**src/rtl/dmem_lsu_pkg.sv**
```systemverilog
// Shared types for the data-memory load/store unit.
//   dmem_size_t : access size encoding of the EX-MA register (11 acts as word)
//   lsu_state_t : LSU bus FSM states
//   ex_ma_reg_t : dmem-related fields of the EX-MA pipeline register
// Helpers compute the effective byte offset (misaligned offsets truncated)
// and detect misaligned half/word accesses.
package dmem_lsu_pkg;

  typedef enum logic [1:0] {
    SZ_BYTE     = 2'b00,
    SZ_HALF     = 2'b01,
    SZ_WORD     = 2'b10,
    SZ_WORD_ALT = 2'b11
  } dmem_size_t;

  typedef enum logic [1:0] {
    ST_IDLE,
    ST_REQ,
    ST_WAIT,
    ST_DONE
  } lsu_state_t;

  typedef struct packed {
    logic        valid;
    logic [31:0] alu_result;
    logic [31:0] dmem_data;
    logic        dmem_rd_en;
    logic        dmem_wr_en;
    dmem_size_t  dmem_size;
    logic        dmem_sign;
  } ex_ma_reg_t;

  // Byte offset actually used on the bus: halves drop bit 0, words use 0.
  function automatic logic [1:0] eff_off(input dmem_size_t size, input logic [1:0] off);
    logic [1:0] r;
    case (size)
      SZ_BYTE: r = off;
      SZ_HALF: r = {off[1], 1'b0};
      default: r = 2'b00;
    endcase
    return r;
  endfunction

  function automatic logic is_misaligned(input dmem_size_t size, input logic [1:0] off);
    logic r;
    case (size)
      SZ_BYTE: r = 1'b0;
      SZ_HALF: r = off[0];
      default: r = (off != 2'b00);
    endcase
    return r;
  endfunction

endpackage

```
**src/rtl/dmem_lsu_align.sv**
```systemverilog
// lsu_align: combinational lane logic of the load/store unit.
//   st_size/st_off/st_data -> st_wstrb/st_wdata : store strobe and lane-replicated data
//   ld_size/ld_off/ld_sign/ld_rdata -> ld_data : load extraction and sign/zero extension
// Misaligned offsets are truncated to the natural alignment of the size.
module lsu_align
  import dmem_lsu_pkg::*;
(
  input  dmem_size_t  st_size,
  input  logic [1:0]  st_off,
  input  logic [31:0] st_data,
  output logic [3:0]  st_wstrb,
  output logic [31:0] st_wdata,
  input  dmem_size_t  ld_size,
  input  logic [1:0]  ld_off,
  input  logic        ld_sign,
  input  logic [31:0] ld_rdata,
  output logic [31:0] ld_data
);

  logic [1:0]  st_eoff;
  logic [1:0]  ld_eoff;
  logic [31:0] ld_shift;

  always_comb begin
    st_eoff  = eff_off(st_size, st_off);
    st_wstrb = '0;
    st_wdata = '0;
    case (st_size)
      SZ_BYTE: begin
        st_wstrb = 4'b0001 << st_eoff;
        st_wdata = {4{st_data[7:0]}};
      end
      SZ_HALF: begin
        st_wstrb = 4'b0011 << st_eoff;
        st_wdata = {2{st_data[15:0]}};
      end
      default: begin
        st_wstrb = 4'b1111;
        st_wdata = st_data;
      end
    endcase
  end

  always_comb begin
    ld_eoff  = eff_off(ld_size, ld_off);
    ld_shift = ld_rdata >> {ld_eoff, 3'b000};
    ld_data  = '0;
    case (ld_size)
      SZ_BYTE: ld_data = {{24{ld_sign & ld_shift[7]}}, ld_shift[7:0]};
      SZ_HALF: ld_data = {{16{ld_sign & ld_shift[15]}}, ld_shift[15:0]};
      default: ld_data = ld_shift;
    endcase
  end

endmodule

```
**src/rtl/dmem_lsu.sv**
```systemverilog
// dmem_lsu: load/store unit beside the Memory Access stage of the RV32I pipeline.
// Takes the dmem fields of the EX-MA register, runs one valid/ready bus access
// per memory op and returns the aligned, extended load word to Write-Back,
// stalling the pipeline until the access completes.
//   ex_ma_i, squash_i, stall_i               : pipeline side inputs
//   dmem_req_o/we/addr/wdata/wstrb, ready_i  : request channel (registered, held until accepted)
//   dmem_rsp_valid_i, dmem_rdata_i           : response channel (sampled only in WAIT)
//   load_data_o, lsu_stall_o, misalign_o     : results to WB / hazard unit
// Optional macro LSU_MISALIGN_TRAP_EN: misaligned half/word accesses issue no
// request and raise misalign_o; when undefined, offsets are truncated.
module dmem_lsu
  import dmem_lsu_pkg::*;
#(
  parameter int unsigned ADDR_W = 32,
  parameter int unsigned DATA_W = 32
) (
  input  logic              clk,
  input  logic              rst_ni,
  input  ex_ma_reg_t        ex_ma_i,
  input  logic              squash_i,
  input  logic              stall_i,
  output logic              dmem_req_o,
  input  logic              dmem_ready_i,
  output logic              dmem_we_o,
  output logic [ADDR_W-1:0] dmem_addr_o,
  output logic [DATA_W-1:0] dmem_wdata_o,
  output logic [3:0]        dmem_wstrb_o,
  input  logic              dmem_rsp_valid_i,
  input  logic [DATA_W-1:0] dmem_rdata_i,
  output logic [31:0]       load_data_o,
  output logic              lsu_stall_o,
  output logic              misalign_o
);

  lsu_state_t        state_q, state_d;
  logic              req_q, we_q, discard_q;
  logic [ADDR_W-1:0] addr_q;
  logic [DATA_W-1:0] wdata_q;
  logic [3:0]        wstrb_q;
  logic [31:0]       load_q;
  dmem_size_t        ld_size_q;
  logic [1:0]        ld_off_q;
  logic              ld_sign_q;

  logic              mem_op, trap, start, stall_raw;
  logic [3:0]        st_wstrb;
  logic [31:0]       st_wdata, ld_data;

  assign mem_op = ex_ma_i.valid & (ex_ma_i.dmem_rd_en | ex_ma_i.dmem_wr_en);

`ifdef LSU_MISALIGN_TRAP_EN
  assign trap = rst_ni & (state_q == ST_IDLE) & mem_op & ~squash_i &
                is_misaligned(ex_ma_i.dmem_size, ex_ma_i.alu_result[1:0]);
`else
  assign trap = 1'b0;
`endif

  assign start = (state_q == ST_IDLE) & mem_op & ~squash_i & ~trap;

  lsu_align u_align (
    .st_size  (ex_ma_i.dmem_size),
    .st_off   (ex_ma_i.alu_result[1:0]),
    .st_data  (ex_ma_i.dmem_data),
    .st_wstrb (st_wstrb),
    .st_wdata (st_wdata),
    .ld_size  (ld_size_q),
    .ld_off   (ld_off_q),
    .ld_sign  (ld_sign_q),
    .ld_rdata (dmem_rdata_i[31:0]),
    .ld_data  (ld_data)
  );

  always_comb begin
    state_d   = state_q;
    stall_raw = 1'b0;
    case (state_q)
      ST_IDLE: begin
        if (start) begin
          state_d   = ST_REQ;
          stall_raw = 1'b1;
        end
      end
      ST_REQ: begin
        stall_raw = 1'b1;
        // Acceptance wins over a same-cycle squash: the bus has already seen it.
        if (dmem_ready_i) state_d = ST_WAIT;
        else if (squash_i) state_d = ST_IDLE;
      end
      ST_WAIT: begin
        stall_raw = 1'b1;
        if (dmem_rsp_valid_i) state_d = ST_DONE;
      end
      ST_DONE: begin
        if (!stall_i) state_d = ST_IDLE;
      end
      default: state_d = ST_IDLE;
    endcase
  end

  always_ff @(posedge clk) begin
    if (!rst_ni) begin
      state_q   <= ST_IDLE;
      req_q     <= 1'b0;
      we_q      <= 1'b0;
      addr_q    <= '0;
      wdata_q   <= '0;
      wstrb_q   <= '0;
      load_q    <= '0;
      ld_size_q <= SZ_BYTE;
      ld_off_q  <= '0;
      ld_sign_q <= 1'b0;
      discard_q <= 1'b0;
    end else begin
      state_q <= state_d;
      case (state_q)
        ST_IDLE: begin
          if (start) begin
            req_q     <= 1'b1;
            we_q      <= ex_ma_i.dmem_wr_en;
            addr_q    <= ADDR_W'({ex_ma_i.alu_result[31:2], 2'b00});
            wdata_q   <= DATA_W'(st_wdata);
            wstrb_q   <= st_wstrb;
            ld_size_q <= ex_ma_i.dmem_size;
            ld_off_q  <= ex_ma_i.alu_result[1:0];
            ld_sign_q <= ex_ma_i.dmem_sign;
            discard_q <= 1'b0;
          end else if (trap) begin
            load_q <= '0;
          end
        end
        ST_REQ: begin
          if (dmem_ready_i) begin
            req_q     <= 1'b0;
            discard_q <= squash_i;
          end else if (squash_i) begin
            req_q <= 1'b0;
          end
        end
        ST_WAIT: begin
          // A squash seen after acceptance lets the access finish but drops the result.
          if (dmem_rsp_valid_i) begin
            if (!we_q && !discard_q && !squash_i) load_q <= ld_data;
          end else if (squash_i) begin
            discard_q <= 1'b1;
          end
        end
        default: ;
      endcase
    end
  end

  assign dmem_req_o   = req_q;
  assign dmem_we_o    = we_q;
  assign dmem_addr_o  = addr_q;
  assign dmem_wdata_o = wdata_q;
  assign dmem_wstrb_o = wstrb_q;
  assign load_data_o  = trap ? '0 : load_q;
  assign lsu_stall_o  = rst_ni & stall_raw;
  assign misalign_o   = trap;

endmodule

```
**config.mk**
```make
export PLATFORM = sky130hd
export DESIGN_NAME = dmem_lsu
export DESIGN_NICKNAME = d
export VERILOG_FILES = /design/src/rtl/dmem_lsu_pkg.sv /design/src/rtl/dmem_lsu_align.sv /design/src/rtl/dmem_lsu.sv
export SDC_FILE = /design/constraint.sdc
export NUM_CORES = 1
export LEC_CHECK = 0
export CAP_MARGIN = 20
export CORE_AREA = 2 2 110 112
export DETAILED_ROUTE_END_ITERATION = 8
export DIE_AREA = 0 0 112 114
export GPL_ROUTABILITY_DRIVEN = 1
export PLACE_DENSITY = 0.95
export SLEW_MARGIN = 30
export SYNTH_ARGS = -nofsm -noshare
export SYNTH_HDL_FRONTEND = slang
export SYNTH_HIERARCHICAL = 1
export SYNTH_SLANG_ARGS = --single-unit
```
**constraint.sdc**
```tcl
create_clock -name clk -period 3.82 [get_ports clk]
set_clock_uncertainty 0.1 [all_clocks]
set_input_delay 0.764 -clock clk [delete_from_list [all_inputs] [get_ports clk]]
set_output_delay 0.764 -clock clk [all_outputs]
set_load 0.02 [all_outputs]
```
# Word level (Yosys, flattened, before mapping)
# Cells that the tools add are included.
# word_totals
elab_cells	72
ff_bits	108
input_bits	108
out_inout_bits	104
# classes
muxes	22
n_bitwise	8
n_shift	3
n_eq_ne	12
n_reduce_logical	16
# ops
operator	count
$pmux W32 S2	2
$shr A32 B5 Y32	1
$ne A2 B2 Y1 const B	6
$mux W2	5
$mux W1	8
$pmux W2 S2	2
$pmux W2 S4	1
$pmux W4 S2	1
$and A1 B1 Y1	6
$eq A2 B1 Y1 const B	3
$logic_not A2 Y1	3
$reduce_and A3 Y1	2
$reduce_and A5 Y1	1
$eq A2 B2 Y1 const B	2
$pmux W1 S2	2
$reduce_and A4 Y1	1
$shl A1 B2 Y4 const A	1
$shl A2 B2 Y4 const A	1
$logic_not A1 Y1	3
$ne A3 B3 Y1 const B	1
$pmux W1 S3	1
$reduce_bool A3 Y1	1
$logic_and A1 B1 Y1	2
$reduce_and A2 Y1	1
4 further kinds	4

# Depth between registers and ports, before layout
# Gate-level depths: netlist of the first run.
# depth
depth_word	7
mapped_depth	8
depth_no_buf	6

# Cells and area by module
# The synthesis of the first run kept the hierarchy.
# modules_own_cells
module	n_inst	area_per_inst_um2	cells_each
dmem_lsu	1	4226.6	497
lsu_align	1	1144.8	151

# Worst setup path before layout of the first run
# No wires, ideal clock.
# synth_path
path_type	input to output
start	in squash_i
end	out lsu_stall_o
required_ns	2.956
stages	6
path_slack_ns	1.312
arrival_ns	1.644
n_path_buf	2
path_cell_list	inv_2 -> o2111a_1 -> buf_4 -> buf_4 -> nor2_1 -> nor3b_2
# synth_via
elab_chain_cells	5
# synth_lines
element	line_no	source
start, declared	dmem_lsu.sv:20	input logic squash_i,
$not A1 Y1	dmem_lsu.sv:58	assign start = (state_q == ST_IDLE) & mem_op & ~squash_i & ~trap;
$and A1 B1 Y1	dmem_lsu.sv:58	
$mux W1	dmem_lsu.sv:78	if (start) begin
$pmux W1 S2	dmem_lsu.sv:76	case (state_q)
$and A1 B1 Y1	dmem_lsu.sv:158	assign lsu_stall_o = rst_ni & stall_raw;
end, declared	dmem_lsu.sv:31	output logic lsu_stall_o,
# No other way between the ends.

# Worst setup path in the final report of the first run
# layout_path
start	in ex_ma_i[3] (netlist bit)
end	out lsu_stall_o
# layout_via
elab_chain_cells	7
# layout_lines
element	line_no	source
start, declared	dmem_lsu.sv:19	input ex_ma_reg_t ex_ma_i,
$or A1 B1 Y1	dmem_lsu.sv:49	assign mem_op = ex_ma_i.valid & (ex_ma_i.dmem_rd_en | ex_ma_i.dmem_wr_en);
$and A1 B1 Y1	dmem_lsu.sv:49	
$and A1 B1 Y1 (2 in a row)	dmem_lsu.sv:58	
$mux W1	dmem_lsu.sv:78	
$pmux W1 S2	dmem_lsu.sv:76	
$and A1 B1 Y1	dmem_lsu.sv:158	
# No other way between the ends.

==> flow_metrics.py, run 1 <==
metrics = {
    "yosys": {
        "seq_area_frac_synth_pct": 40.3,
        "synth_top_family_by_area": "compound AO/OA/AOI/OAI gates",
        "synth-compound-area-share_pct": 25.1,
        "yosysWarnings": 6,
        "synthArstFlopShare_pct": 0,
        "synth_top_cell_area_share_pct": 40.3,
        "synth_mux_area_share_pct": 8.43,
        "synth_ff_type": "dfxtp_1",
        "yosys.area_share.simple_pct": 18.0,
        "yosysTopAreaCell": "dfxtp_1",
        "netlist_area_um2": 5370,
        "syn-instance-count": 648,
        "synth_seq_cells": 108,
        "ys_types": 49,
        "syn_avg_cell_area_um2": 8.29,
        "synth_area_leaders": "dfxtp_1, nand2_1, a21boi_1",
        "yosys-top-cells-count": "nand2_1, dfxtp_1, a21boi_1",
        "yosysMostFrequentCell": "nand2_1",
        "synthAdderAreaFrac_pct": 1.16,
        "synth_edf_count": 0,
        "synthXorXnorAreaFrac_pct": 0,
    },
    "hold_path": {
        "min_path_type": "flop to flop",
        "hp-start": "dmem_wdata_o[28]",
    },
    "die": {
        "die_h_um": 114,
        "fp.dieW_um": 112,
        "start_util_pct": 45.9,
        "io_pins": 212,
        "core_um2": 11700,
        "die_area_um2": 12800,
        "rows": 40,
    },
    "pwr": {
        "finalPower_uw": 2670,
        "p_sw_uw": 717,
        "p_per_area_nw_per_um2": 349,
        "netSwitchingFraction_pct": 26.8,
        "clkPwrFrac_pct": 34.3,
        "internal_power_uw": 1960,
        "pwr-share-comb_pct": 20.8,
        "ir_drop_mv": 0.263,
        "p_leak_uw": 0.00271,
        "pwr-share-seq_pct": 44.9,
    },
    "run_status": {
        "status": "complete, no violations",
    },
    "clock_network": {
        "cts_sinks": 108,
        "cts_setup_buffers": 0,
        "cts_tree": "yes",
        "cts_resized": 0,
        "cts_htree_levels": 3,
        "path_clk_slew_ps": 70,
        "cts_inserted_buffers": 9,
        "clkLatencyLatePin_ps": 350,
        "postCtsHoldBufs": 0,
        "root_buffer": "clkbuf_16",
        "cts.path.max_buffers": 2,
    },
    "sta": {
        "drv_slew": 0,
        "setup_violations": 0,
        "worst_pin_slew_ps": 841,
        "setup_tns_ps": 0,
        "rsz0062_at_grt": "no",
        "fin_crit_ps": 3320,
        "fmax_mhz": 301,
        "hold_viol": 0,
        "maxSlewHeadroom_pct": 43.9,
        "post-route-period-util_pct": 86.9,
    },
    "critical_path": {
        "timing.critical_path.slowest_stage_cell": "clkdlybuf4s50_1",
        "path_buf_inv": 2,
        "rr_startpoint": "ld_size_q[0]",
        "worstPathArrival_ps": 2460,
        "cpMostUsedCell": "clkdlybuf4s50_1",
        "worstPathRequired_ps": 2960,
        "startpoint": "ex_ma_i[3]",
        "path_class": "primary input to output port",
        "critPathTopFamily": "buffers and inverters",
        "path_cells": "clkdlybuf4s50_1 > o2111a_2 > nor2_1 > nor3b_2 > clkdlybuf4s50_1",
        "endpoint_kind": "output port",
        "start_kind": "primary input",
        "cp_max_fo": 4,
        "slowest_delay_ps": 610,
    },
    "drt": {
        "num_vias": 5173,
        "ant_nets": 0,
        "vias_per_cell": 5.34,
        "drcViolationCount": 0,
        "detail_route.first_pass.iterations": 5,
        "post_drt_wl_per_cell_um": 16.2,
        "drt_iter0_markers": 328,
        "routed_wl_um": 15700,
    },
    "grt": {
        "grt_max_degree": 112,
        "grt_pass1_vias": 4960,
        "grt_pass1_wl_um": 24700,
        "grt_antenna_before_repair": 1,
        "grt-ovfl-total": 0,
        "track_usage_pct": 24.2,
    },
    "finish": {
        "area_growth_pct": 42.8,
        "fin_nets": 931,
        "drive_above_1_share_pct": 7.31,
    },
    "job": {
        "max-cap-violations": 0,
    },
    "placed_design": {
        "dpl.hpwl_um": 11100,
        "gp_congestion": 0.835,
        "port_buffers": 208,
    },
}
[cells by family after synthesis]
group | after synthesis
compound gates | 189
flops | 108
buf+inv | 69
fa+ha+maj | 5
mux | 34
simple gates | 242
other cells | 1
[flip-flops by register name, summed over array words and instances, names as in the netlist, 2 cells and up, named ones only]
name	cells
load_data_o	32
dmem_wdata_o	32
ld_size_q	2
ld_off_q	2
dmem_addr_o	30
dmem_wstrb_o	4
[power groups by stage]
stage	Clock, uW	Sequential (uW)	Combinational (uW)
after floorplan	0	1270	259
after global placement	0	1220	545
after detailed placement	0	1230	553
after CTS	937	1200	556
after global routing	986	1210	596
final	917	1200	555
[worst paths after layout]
kind | to | slack (ps) | cells after the start
setup / recovery | lsu_stall_o | 500 | 5
hold / removal | dmem_wdata_o[28] | 350 | 2
setup reg to reg | load_data_o[9] | 1410 | 7
hold reg to reg | dmem_wdata_o[28] | 350 | 2
[worst min-delay path: stages, from the launching register on]
cell,delay [ps]
dfxtp_1,310
nand2_1,50
a21boi_1,50
[stage by stage]
stage,instance area [um2],instances,worst slack [ps],utilization [%],hold slack [ps]
floorplan,5380,650,1310,-,335
global placement,7380,954,571,63.0,339
detailed placement,7380,954,505,63.0,344
CTS,7660,968,505,65.4,354
global route,7670,968,432,65.5,364
finish,7670,969,500,65.5,351
[cell usage in the layout (no fill, tap or decap), drive strengths merged, types with 3 or more instances in the layout]
master	synthesis	final
nor2	5	5
o21ai	34	34
clkdlybuf4s50	0	207
nand2	221	221
inv	8	9
conb	1	3
a22o	8	8
a22oi	8	8
mux2i	10	10
ha	5	5
mux2	17	17
nand2b	3	3
dfxtp	108	108
a21oi	18	18
a21boi	105	105
buf	38	11
clkbuf	23	10
mux4	7	7
a21o	4	4
[final cells by class]
cell class | count | area (um2)
tap | 147 | 184
sequential | 108 | 2160
inverter | 8 | 30.0
fill | 939 | 4040
timing repair buffer | 218 | 2160
antenna | 1 | 2.50
multi-input combinational | 473 | 2860
clock buffer | 10 | 229
clock inverter | 4 | 51.3
[per-layer routing]
layer / global-route usage [%] / part of all wire [%] / vias up
met3: 8.13 / 9.1 / 40
met4: 11.0 / 3.4 / 0
met1: 27.1 / 38 / 2393
met5: 0 / 0 / -
li1: - / - / 2509
met2: 41.9 / 49 / 231
Power figures use the tool's default switching activity.
==> inputs of run 2 (changes only) <==
--- a/config.mk
+++ b/config.mk
@@ -6,11 +6,12 @@
 export NUM_CORES = 1
 export LEC_CHECK = 0
 export CAP_MARGIN = 20
-export CORE_AREA = 2 2 110 112
+export CORE_AREA = 2 2 150 152
 export DETAILED_ROUTE_END_ITERATION = 8
-export DIE_AREA = 0 0 112 114
+export DIE_AREA = 0 0 152 154
 export GPL_ROUTABILITY_DRIVEN = 1
-export PLACE_DENSITY = 0.95
+export PLACE_DENSITY = 0.6
+export SKIP_LAST_GASP = 1
 export SLEW_MARGIN = 30
 export SYNTH_ARGS = -nofsm -noshare
 export SYNTH_HDL_FRONTEND = slang
==> run 2 against run 1 <==
Routed wire length rose by 11%; combinational power rose by 2%; total power rose by 4.8%; cell area rose by 2.9%; flip-flop and latch count did not move; largest cell class unchanged.
==> flow_metrics.py, run 2 (synthesis gave the netlist of run 1 again) <==
metrics = {
    "run_status": {
        "status": "complete, no violations",
    },
    "clock_network": {
        "clkLatencyLatePin_ps": 350,
        "postCtsHoldBufs": 0,
        "cts_htree_levels": 3,
        "cts_setup_buffers": 0,
        "cts_sinks": 108,
        "path_clk_slew_ps": 80,
        "cts_tree": "yes",
        "cts.path.max_buffers": 2,
        "cts_inserted_buffers": 9,
        "cts_resized": 0,
        "root_buffer": "clkbuf_16",
    },
    "sta": {
        "fmax_mhz": 302,
        "rsz0062_at_grt": "no",
        "setup_violations": 0,
        "worst_pin_slew_ps": 879,
        "post-route-period-util_pct": 86.7,
        "fin_crit_ps": 3310,
        "hold_viol": 0,
        "setup_tns_ps": 0,
        "drv_slew": 0,
        "maxSlewHeadroom_pct": 41.4,
    },
    "grt": {
        "grt_pass1_vias": 4936,
        "track_usage_pct": 14.6,
        "grt_max_degree": 112,
        "grt-ovfl-total": 0,
        "grt_pass1_wl_um": 27500,
        "grt_antenna_before_repair": 0,
    },
    "critical_path": {
        "path_buf_inv": 3,
        "rr_startpoint": "ld_size_q[0]",
        "start_kind": "primary input",
        "r2r_slack_ps": 1320,
        "r2r_end": "load_data_o[16]",
        "path_depth": 6,
        "cp_max_fo": 5,
        "cpMostUsedCell": "clkdlybuf4s50_1",
        "worstPathRequired_ps": 2960,
        "path_cells": "clkdlybuf4s50_1 > inv_2 > o2111a_2 > nor2_1 > nor3b_2 > clkdlybuf4s50_1",
        "rr_worst_depth": 7,
        "worstPathArrival_ps": 2450,
        "endpoint_kind": "output port",
        "path_class": "primary input to output port",
        "critPathTopFamily": "buffers and inverters",
        "timing.critical_path.slowest_stage_cell": "clkdlybuf4s50_1",
        "slowest_delay_ps": 620,
    },
    "finish": {
        "drive_above_1_share_pct": 7.54,
        "layout_commonest_cell": "nand2_1",
        "area_growth_pct": 46.9,
        "diodes": 0,
        "fin_nets": 931,
        "layout_common_cells": "nand2_1, clkdlybuf4s50_1, dfxtp_1",
        "finish.instance_area_um2": 7890,
    },
    "pwr": {
        "p_leak_uw": 0.00273,
        "p_per_area_nw_per_um2": 355,
        "finalPower_uw": 2800,
        "ir_drop_mv": 0.240,
    },
    "die": {
        "core_um2": 21700,
        "start_util_pct": 24.8,
        "die_area_um2": 23400,
        "fp.dieW_um": 152,
        "rows": 54,
        "io_pins": 212,
        "die_h_um": 154,
    },
    "hold_path": {
        "hold-path-cell-count": 2,
        "hp-start": "dmem_wdata_o[12]",
        "hold_end": "dmem_wdata_o[12]",
        "min_path_type": "flop to flop",
    },
    "placed_design": {
        "port_buffers": 208,
        "place_area_um2": 7570,
        "gp_congestion": 0.765,
        "dpl.hpwl_um": 11900,
    },
    "drt": {
        "ant_nets": 0,
        "routed_wl_um": 17400,
        "drt_iter0_markers": 239,
        "vias_per_cell": 4.56,
        "drcViolationCount": 0,
        "detail_route.first_pass.iterations": 5,
        "post_drt_wl_per_cell_um": 15.8,
        "num_vias": 5030,
    },
    "job": {
        "max-cap-violations": 0,
    },
}
## run 2: cell types whose count changed in the layout (fill, tap and decap cells not counted), sizes merged
cell | before | now
clkinv | 1 | 0
clkinvlp | 1 | 2
diode | 1 | 0
bufinv | 1 | 2
## run 2: area by class of cell
| class | instances | area (um2) |
|---|---|---|
| clock buffers | 10 | 239 |
| clock inverters | 5 | 83.8 |
| fillers | 2212 | 13800 |
| inverters | 8 | 30.0 |
| multi-input cells | 473 | 2860 |
| flip-flops and latches | 108 | 2160 |
| well taps | 280 | 350 |
| repair buffers | 218 | 2170 |
## run 2: worst max path at each step
stage	start	end
finish	squash_i	lsu_stall_o
global placement	squash_i	lsu_stall_o
global route	squash_i	lsu_stall_o
CTS	squash_i	lsu_stall_o
detailed placement	squash_i	lsu_stall_o
floorplan	squash_i	lsu_stall_o
## run 2: per-layer routing
layer  wire (um)  part of all wire, %  vias to the layer above  global-route usage (%)
li1            -                    -                     2506                       -
met1        7920                   45                     2342                    18.7
met2        7780                   45                      161                    22.6
met3        1420                  8.2                       21                    5.58
met4         285                  1.6                        0                    4.41
met5           0                    0                        -                       0
## run 2: through the flow
step                      utilization, %  hold WS [ps]  instances  worst slack [ps]
after floorplan                        -           335        650              1310
after CTS                           36.4           356       1102               512
after global placement              34.9           339       1087               535
final                               36.4           353       1102               507
after global routing                36.4           371       1102               425
after detailed placement            34.9           345       1087               514
## run 2: worst min-delay path, stage by stage, from the launching register on
cell and delay [ps]:
dfxtp_1 310, nand2_1 50, a21boi_1 50
## run 2: power breakdown
group | internal [uW] | leakage [uW] | total, uW | switching [uW]
combinational | 285 | 0.00171 | 565 | 279
sequential | 1170 | 0.000876 | 1200 | 27.6
clock | 592 | 0.000151 | 1040 | 447
==> inputs of run 3 (changes only) <==
--- a/config.mk
+++ b/config.mk
@@ -17,3 +17,4 @@
 export SYNTH_HDL_FRONTEND = slang
 export SYNTH_HIERARCHICAL = 1
 export SYNTH_SLANG_ARGS = --single-unit
+export TNS_END_PERCENT = 20
==> results of run 3 <==
The final DEF is identical to that of run 2; final timing and power are the same.
==> variant, RTL diff (flow settings as in run 1) <==
Add a define of `LSU_MISALIGN_TRAP_EN`.
--- a/src/rtl/dmem_lsu.sv
+++ b/src/rtl/dmem_lsu.sv
@@ -8,6 +8,8 @@
 //   load_data_o, lsu_stall_o, misalign_o     : results to WB / hazard unit
 // Optional macro LSU_MISALIGN_TRAP_EN: misaligned half/word accesses issue no
 // request and raise misalign_o; when undefined, offsets are truncated.
+`define LSU_MISALIGN_TRAP_EN
+
 module dmem_lsu
   import dmem_lsu_pkg::*;
 #(
Formal check against the unedited RTL: not equivalent (Yosys sat finds a counterexample within 4 cycles, from zero or initial values and one cycle with rst_ni low).
==> variant against run 1 <==
Total power increased by 1.4%. Setup slack lost 260 ps. Synthesized area fell by 2.1%. Design area shrank 0.73%. Routed wire length up 3.5%. Fmax down 7.2%. Sequential cell count unchanged. Count of clock-buffer cells in the layout increased by 1. Critical endpoint unchanged. Largest cell class unchanged.
==> variant: results (changes against run 1) <==
| Metric | Value |
|---|---|
| Netlist cell types | `46 (was 49)` |
| Initial drt markers | `305 (was 328)` |
| Combinational power share | `20.5% (was 20.8%)` |
| Postcts setup bufs | `0 (unchanged)` |
| Gpl congestion | `0.850 (was 0.835)` |
| WL final | `16.3 mm (was 15.7 mm)` |
| Layout net count | `918 (was 931)` |
| Vias in the first global route | `5104 (was 4960)` |
| # diodes | `0 (was 1)` |
| First drt pass iteration count | `6 (was 5)` |
| Mux cell area share after synthesis | `8.61% (was 8.43%)` |
| Switching share of power | `27.4% (was 26.8%)` |
| Initial antenna violation count | `0 (was 1)` |
| Leakage dissipation | `2.76 nW (was 2.71 nW)` |
| First-pass GRT wire length | `25.6 mm (was 24.7 mm)` |
| HPWL Detailed | `11.7 mm (was 11.1 mm)` |
| Vias/cell | `5.50 (was 5.34)` |
| Worst IR Drop VDD | `342 uV (was 263 uV)` |
| Largest net degree at the start of global routing | `75 (was 112)` |
| Max Fanout on Critical Path | `6 (was 4)` |
| Status | `finished clean (unchanged)` |
| Layout cells sized above 1 | `8.41% (was 7.31%)` |
| Filler Cells Inserted | `961 (was 939)` |
| Pint | `1.97 mW (was 1.96 mW)` |
| Area share of fa/ha/maj cells after synthesis | `1.43% (was 1.16%)` |
| Synth cell count leaders | `nand2_1 (161), dfxtp_1 (108), a21oi_1 (90) (was nand2_1 (221), dfxtp_1 (108), a21boi_1 (104))` |
| Synth area leaders | `dfxtp_1 (41%), nand2_1 (11%), a21oi_1 (8.6%), a22o_1 (6.7%), and2_1 (3.9%) (was dfxtp_1 (40%), nand2_1 (15%), a21boi_1 (15%), mux2_2 (3.4%), buf_4 (3.1%))` |
| Reg2reg setup slack | `1240 ps (was 1410 ps)` |
| Seq/Total Area, Yosys | `41.1% (was 40.3%)` |
| Synth Area in Compound Gates | `22.3% (was 25.1%)` |
-- variant: cell type report --
class                           count  area, um^2  share of cell area, %
Timing Repair Buffer              222        2200                   28.9
Clock buffer                       11         243                   3.19
Sequential cell                   108        2160                   28.4
Multi-Input combinational cell    453        2730                   35.8
Tap cell                          147         184                   2.42
Clock inverter                      5        60.1                  0.789
Inverter                           10        37.5                  0.493
-- variant: tightest hold or removal path, delay by kind of cell (launching register included) --
family             cells  cell delay (ps)
AOI/OAI and AO/OA      1               50
DFF                    1              310
and+or+nand+nor        1               50
-- variant: worst paths after layout --
check | from | endpoint | cells past startpoint
min reg2reg | dmem_addr_o[3] | dmem_addr_o[3] | 2
max | squash_i | lsu_stall_o | 6
max reg2reg | state_q[0] | dmem_req_o | 8
min | dmem_addr_o[3] | dmem_addr_o[3] | 2
-- variant: routing by layer --
| layer | GRT usage [%] | vias up | part of all wire, % |
|---|---|---|---|
| met4 | 8.86 | 0 | 2.9 |
| met3 | 9.78 | 38 | 9.7 |
| met5 | 0 | - | 0 |
| met1 | 26.6 | 2478 | 37 |
| met2 | 45.4 | 256 | 51 |
| li1 | - | 2487 | - |
-- variant: cells by family after synthesis --
| logic type | Yosys count |
|---|---|
| AO/OA/AOI/OAI | 187 |
| adder cells (fa/ha/maj) | 6 |
| buffers and inverters | 70 |
| flip-flops | 108 |
| multiplexers | 34 |
| other | 1 |
| AND/OR/NAND/NOR | 224 |
-- variant: through the flow --
step                      utilization, %  instances  setup WS [ps]  cell area, um^2  hold WS (ps)
after floorplan                        -        631            940             5260           335
after global placement              62.4        940            284             7310           341
after detailed placement            62.4        940            238             7310           346
after CTS                           65.0        956            237             7610           356
after global routing                65.0        956            167             7610           371
final                               65.0        956            243             7610           354
